**config.mk**
```make
export PLATFORM = sky130hd
export DESIGN_NAME = filterbank_scheduler
export DESIGN_NICKNAME = d
export VERILOG_FILES = /design/src/rtl/filterbank_scheduler_pkg.sv /design/src/rtl/fb_sample_fifo.sv /design/src/rtl/filterbank_scheduler.sv
export SDC_FILE = /design/constraint.sdc
export NUM_CORES = 1
export LEC_CHECK = 0
export ABC_AREA = 1
export BUFFER_PORTS_ARGS = -buffer_cell sky130_fd_sc_hd__buf_2
export CORE_MARGIN = 1
export CORE_UTILIZATION = 37
export DETAILED_ROUTE_END_ITERATION = 8
export PLACE_DENSITY_LB_ADDON = 0.3
export REMOVE_ABC_BUFFERS = 1
export SYNTH_ARGS = -nofsm -noshare
export SYNTH_HDL_FRONTEND = slang
export SYNTH_HIERARCHICAL = 1
export SYNTH_SLANG_ARGS = --single-unit
```
**constraint.sdc**
```tcl
create_clock -name clk -period 4.2 [get_ports clk]
set_clock_uncertainty 0.05 [all_clocks]
set_input_delay 0.42 -clock clk [delete_from_list [all_inputs] [get_ports clk]]
set_output_delay 0.42 -clock clk [all_outputs]
set_load 0.005 [all_outputs]
```
**src/rtl/filterbank_scheduler_pkg.sv**
```systemverilog
// Shared constants for the filterbank scheduler and anything that consumes its outputs.
// fb_m packing: upstream meta in the MSBs, filter index in the LSBs.
package filterbank_scheduler_pkg;

  localparam int unsigned ErrOvf   = 0;
  localparam int unsigned ErrAlign = 1;
  localparam int unsigned ErrFb    = 2;
  localparam int unsigned NumErr   = 3;

endpackage

```
**src/rtl/fb_sample_fifo.sv**
```systemverilog
// Synchronous FIFO with show-ahead head output; simultaneous read and write allowed,
// including a write while full when a read happens in the same cycle.
module fb_sample_fifo #(
  parameter int unsigned Width    = 33,
  parameter int unsigned Depth    = 4,
  parameter int unsigned LogDepth = 2
) (
  input  logic             clk,
  input  logic             rst,
  input  logic             wr_en,
  input  logic [Width-1:0] wr_data,
  input  logic             rd_en,
  output logic [Width-1:0] rd_data,
  output logic             full,
  output logic             empty
);

  logic [Width-1:0]  mem_q [Depth];
  logic [LogDepth:0] wr_ptr_q, rd_ptr_q;
  logic              do_wr, do_rd;

  assign empty   = (wr_ptr_q == rd_ptr_q);
  assign full    = (wr_ptr_q[LogDepth] != rd_ptr_q[LogDepth]) &&
                   (wr_ptr_q[LogDepth-1:0] == rd_ptr_q[LogDepth-1:0]);
  assign do_rd   = rd_en && !empty;
  assign do_wr   = wr_en && (!full || do_rd);
  assign rd_data = mem_q[rd_ptr_q[LogDepth-1:0]];

  always_ff @(posedge clk) begin
    if (rst) begin
      wr_ptr_q <= '0;
      rd_ptr_q <= '0;
    end else begin
      if (do_wr) wr_ptr_q <= wr_ptr_q + 1'b1;
      if (do_rd) rd_ptr_q <= rd_ptr_q + 1'b1;
    end
  end

  always_ff @(posedge clk) begin
    if (do_wr) mem_q[wr_ptr_q[LogDepth-1:0]] <= wr_data;
  end

endmodule

```
**src/rtl/filterbank_scheduler.sv**
```systemverilog
// Buffers upstream samples and issues them to the filterbank at most once every GAP cycles,
// tagging each with its filter index; monitors filterbank outputs for index alignment.
module filterbank_scheduler
  import filterbank_scheduler_pkg::*;
#(
  parameter int unsigned N          = 8,
  parameter int unsigned LOG_N      = 3,
  parameter int unsigned WDTH       = 32,
  parameter int unsigned MWDTH      = 1,
  parameter int unsigned GAP        = 2,
  parameter int unsigned FIFO_DEPTH = 4,
  parameter int unsigned LOG_DEPTH  = 2
) (
  input  logic                   clk,
  input  logic                   rst,
  input  logic [WDTH-1:0]        in_data,
  input  logic                   in_nd,
  input  logic [MWDTH-1:0]       in_m,
  input  logic                   enable,
  output logic [WDTH-1:0]        fb_data,
  output logic                   fb_nd,
  output logic [MWDTH+LOG_N-1:0] fb_m,
  input  logic                   fb_out_nd,
  input  logic                   fb_first_filter,
  input  logic                   fb_error,
  output logic                   frame_done,
  output logic [2:0]             err_flags,
  output logic                   error
);

  localparam int unsigned FifoW = MWDTH + WDTH;
  localparam int unsigned GapW  = (GAP > 1) ? $clog2(GAP) : 1;

  logic                   pop, wr_en, full, empty;
  logic [FifoW-1:0]       head;
  logic [GapW-1:0]        gap_q, gap_d;
  logic [LOG_N-1:0]       issue_idx_q, out_idx_q;
  logic [WDTH-1:0]        fb_data_q;
  logic                   fb_nd_q, frame_done_q, error_q;
  logic [MWDTH+LOG_N-1:0] fb_m_q;
  logic [NumErr-1:0]      err_q, err_d;

  assign pop   = enable && !empty && (gap_q == '0);
  assign wr_en = in_nd && (!full || pop);

  fb_sample_fifo #(
    .Width    (FifoW),
    .Depth    (FIFO_DEPTH),
    .LogDepth (LOG_DEPTH)
  ) u_fifo (
    .clk     (clk),
    .rst     (rst),
    .wr_en   (wr_en),
    .wr_data ({in_m, in_data}),
    .rd_en   (pop),
    .rd_data (head),
    .full    (full),
    .empty   (empty)
  );

  // Gap counter keeps running while enable is low so re-enabling never shortens the spacing.
  always_comb begin
    gap_d = gap_q;
    if (pop) begin
      gap_d = GapW'(GAP - 1);
    end else if (gap_q != '0) begin
      gap_d = gap_q - 1'b1;
    end
  end

  always_comb begin
    err_d = err_q;
    if (in_nd && full && !pop) err_d[ErrOvf] = 1'b1;
    if (fb_out_nd && (fb_first_filter != (out_idx_q == '0))) err_d[ErrAlign] = 1'b1;
    if (fb_error) err_d[ErrFb] = 1'b1;
  end

  always_ff @(posedge clk) begin
    if (rst) begin
      gap_q        <= '0;
      issue_idx_q  <= '0;
      out_idx_q    <= '0;
      fb_data_q    <= '0;
      fb_nd_q      <= 1'b0;
      fb_m_q       <= '0;
      frame_done_q <= 1'b0;
      err_q        <= '0;
      error_q      <= 1'b0;
    end else begin
      gap_q        <= gap_d;
      err_q        <= err_d;
      error_q      <= |err_q;
      fb_nd_q      <= pop;
      frame_done_q <= fb_out_nd && (out_idx_q == LOG_N'(N - 1));
      if (pop) begin
        fb_data_q   <= head[WDTH-1:0];
        fb_m_q      <= {head[FifoW-1:WDTH], issue_idx_q};
        issue_idx_q <= issue_idx_q + LOG_N'(1);
      end
      // No resync on misalignment: the index keeps counting so the error stays visible.
      if (fb_out_nd) out_idx_q <= out_idx_q + LOG_N'(1);
    end
  end

  assign fb_data    = fb_data_q;
  assign fb_nd      = fb_nd_q;
  assign fb_m       = fb_m_q;
  assign frame_done = frame_done_q;
  assign err_flags  = err_q;
  assign error      = error_q;

endmodule

```
==> flow_summary.yaml <==
status:
  status: "complete, no violations"
place:
  dp_slack_ns: 0.888
  placed_cells: 897
  dp_hpwl_microns: 9490
  portBuffers: 81
  gp_congestion: 0.816
global_route:
  grt_overflow: 0
  antenna_found_initial: 0
  grt_use_total_pct: 16.4
  grt_max_degree: 68
  grt_pass1_vias: 4767
  grt_pass1_wl_microns: 24700
yosys:
  syn-instance-count: 606
  synthTopCellsByArea: "edfxtp_1 56%, dfxtp_1 16%, nand2_1 5.1%"
  netlist_area_sq_mm: 0.00711
  syn_area_per_cell_sq_um: 11.7
  synth_seq_area_share_pct: 71.5
  synth-seq-cells: 188
  synth_edf_count: 132
  synth_top_area_cell: "edfxtp_1"
  synthArstFlopShare_pct: 0
  yosys_warnings: 6
  yosysTopAreaCellShare_pct: 55.7
  synth.top_cells.by_count: "132 x edfxtp_1, 97 x nand2_1, 81 x nor2_1, 56 x dfxtp_1, 46 x o21ai_0"
  ys.flop_type: "edfxtp_1"
  yosysUniqueCellTypes: 26
  synth.most_common_cell: "edfxtp_1"
power:
  p_leak_nw: 3.08
  power_density_mw_per_mm2: 502
  vdd_drop_max_uv: 367
routing:
  drc: 0
  drt-initial-drc-count: 323
  vias: 4704
  routed_wl_microns: 15300
  postRouteAntennaNets: 0
  viasPerCell: 5.06
  dr.pass1.iters: 6
  wire_per_inst_microns: 16.5
sta:
  rsz0062_at_grt: "no"
  max_freq_mhz: 301
  maxSlewHeadroom_pct: 24.4
  final-hold-violation-count: 0
  fin_tns_setup_ns: 0
  setup_slack_ns: 0.877
  drv_slew: 0
  min_period_over_period_pct: 79.1
  finalHoldWorstSlack_ns: 0.153
  fin_crit_ns: 3.32
  worst_pin_slew_ns: 1.13
  setup_violations: 0
cells_and_area:
  fin_util_pct: 44.4
  final_cells: 929
  drive_gt1_share_pct: 21.0
  nets: 731
  insertedDiodeCount: 0
  area_growth_pct: 17.3
floorplan:
  die_w_microns: 141
  dieArea_sq_mm: 0.0198
  die_h_microns: 141
  core-area_sq_mm: 0.0188
  initial_core_util_pct: 37.9
  pin_count: 82
  fp-row-count: 50
clock_tree:
  clock_path_buffers: 2
  cts_tree: "done"
  h-tree-depth: 4
  cts_buffers: 17
  cts.reportedPaths.clkPinSlew_ns: 0.07
  holdBufCountCts: 0
  clock_latency_ns: 0.43
  cts_setup_buffers: 0
  clock_sinks: 188
  clockRootBuffer: "clkbuf_16"
  cts_resized: 0
flow_run:
  maxCapViolCount: 0
worst_setup_path:
  cp-start-kind: "flop"
  critPathSlowestCell: "nor2_4"
  crit_end: "u_fifo/mem_q[3][8]$_DFFE_PP_"
  critPathCaptureType: "flop"
  critPathArrivalTime_ns: 3.41
  r2r-start: "u_fifo/wr_ptr_q[1]$_SDFFE_PP0P_"
  crit_path_start: "u_fifo/wr_ptr_q[1]$_SDFFE_PP0P_"
  crit_type: "flop to flop"
  path_common_cell: "inv_1"
  crit_fanout: 25
  cp.required_ns: 4.29
  r2r-end: "u_fifo/mem_q[3][8]$_DFFE_PP_"
  ff2ff_setup_slack_ns: 0.88
  max_stage_delay_ns: 0.70
  cp_cell_sequence: "inv_1, nand2_1, nand2_1, nand3_2, inv_1, inv_1, nand3_4, a21boi_0, nand2_2, nor2_4, buf_4"
  r2r_cells: 11
min_path:
  hold_path.class: "primary input to flop"
power breakdown:
part / switching (mW) / internal (mW)
Sequential: 0.0383 / 2.08
Combinational: 0.302 / 0.149
Clock: 0.718 / 0.898
logic make-up (layout without fill, tap and decap cells):
kind of cell	after synthesis	in the layout	synth area share (%)
simple gates	190	190	10.6
buf+inv	63	152	3.94
flops	188	188	71.5
fa+ha+maj	9	9	1.58
compound gates	153	153	11.9
xor+xnor	3	3	0.475
registers in the layout, summed over array words and instances (netlist names), named ones only:
signal and count:
u_fifo/rd_ptr_q 3, error 1, issue_idx_q 3, u_fifo/mem_q 132, err_flags 3, out_idx_q 3, frame_done 1, fb_m 4
gap_q 1, u_fifo/wr_ptr_q 3, fb_data 32
final cells by class:
type,instances,area (sq um)
Fill cell,1756,10400
Sequential cell,188,5090
Multi-Input combinational cell,355,1780
Timing Repair Buffer,90,473
Clock buffer,17,425
Tap cell,234,293
Clock inverter,15,176
Inverter,30,113
per-layer routing:
metal	routed length [microns]	GRT usage [%]	part of all wire [%]	vias to the layer above
met5	0	0	0	-
met4	114	4.86	0.74	0
met3	600	4.04	3.9	9
met2	7540	27.6	49	115
met1	7060	21.1	46	2309
li1	-	-	-	2271
per-stage QoR:
stage	power [mW]	area [sq um]
finish	4.19	8340
global route	4.37	8340
CTS	4.24	8340
detailed placement	2.62	7740
global placement	2.61	7740
floorplan	2.42	6940
critical path: cells and delay by family (launching register included):
family	cells	cell delay [ns]
compound gates	1	0.53
buf+inv	4	0.52
flops	1	0.40
simple gates	6	1.54
layout by cell type (no fill, tap or decap), types with 5 or more instances in the layout:
| cell | count |
|---|---|
| nor2_1 | 77 |
| o21ai_1 | 24 |
| inv_6 | 5 |
| nand2_1 | 97 |
| dfxtp_1 | 55 |
| ha_1 | 9 |
| inv_1 | 24 |
| edfxtp_1 | 132 |
| a21oi_1 | 40 |
| buf_4 | 9 |
| o22ai_1 | 33 |
| nand3_1 | 7 |
| o21ai_0 | 46 |
| clkbuf_16 | 17 |
| buf_2 | 81 |
| inv_2 | 5 |
| a21oi_2 | 9 |
how the worst min path moves through the flow:
stage	from	end	slack [ns]	cells after the start
2_1_floorplan	out_idx_q[1]$_SDFFE_PP0P_	out_idx_q[1]$_SDFFE_PP0P_	0.40	2
3_3_place_gp	fb_data[25]$_SDFFE_PP0P_	fb_data[25]$_SDFFE_PP0P_	0.40	2
3_5_place_dp	fb_data[7]$_SDFFE_PP0P_	fb_data[7]$_SDFFE_PP0P_	0.40	2
4_1_cts	in_data[29]	u_fifo/mem_q[2][29]$_DFFE_PP_	0.14	1
5_1_grt	in_data[2]	u_fifo/mem_q[3][2]$_DFFE_PP_	0.14	1
6_report	in_data[29]	u_fifo/mem_q[2][29]$_DFFE_PP_	0.15	1
Note: power is estimated with default switching activity, not from simulation.
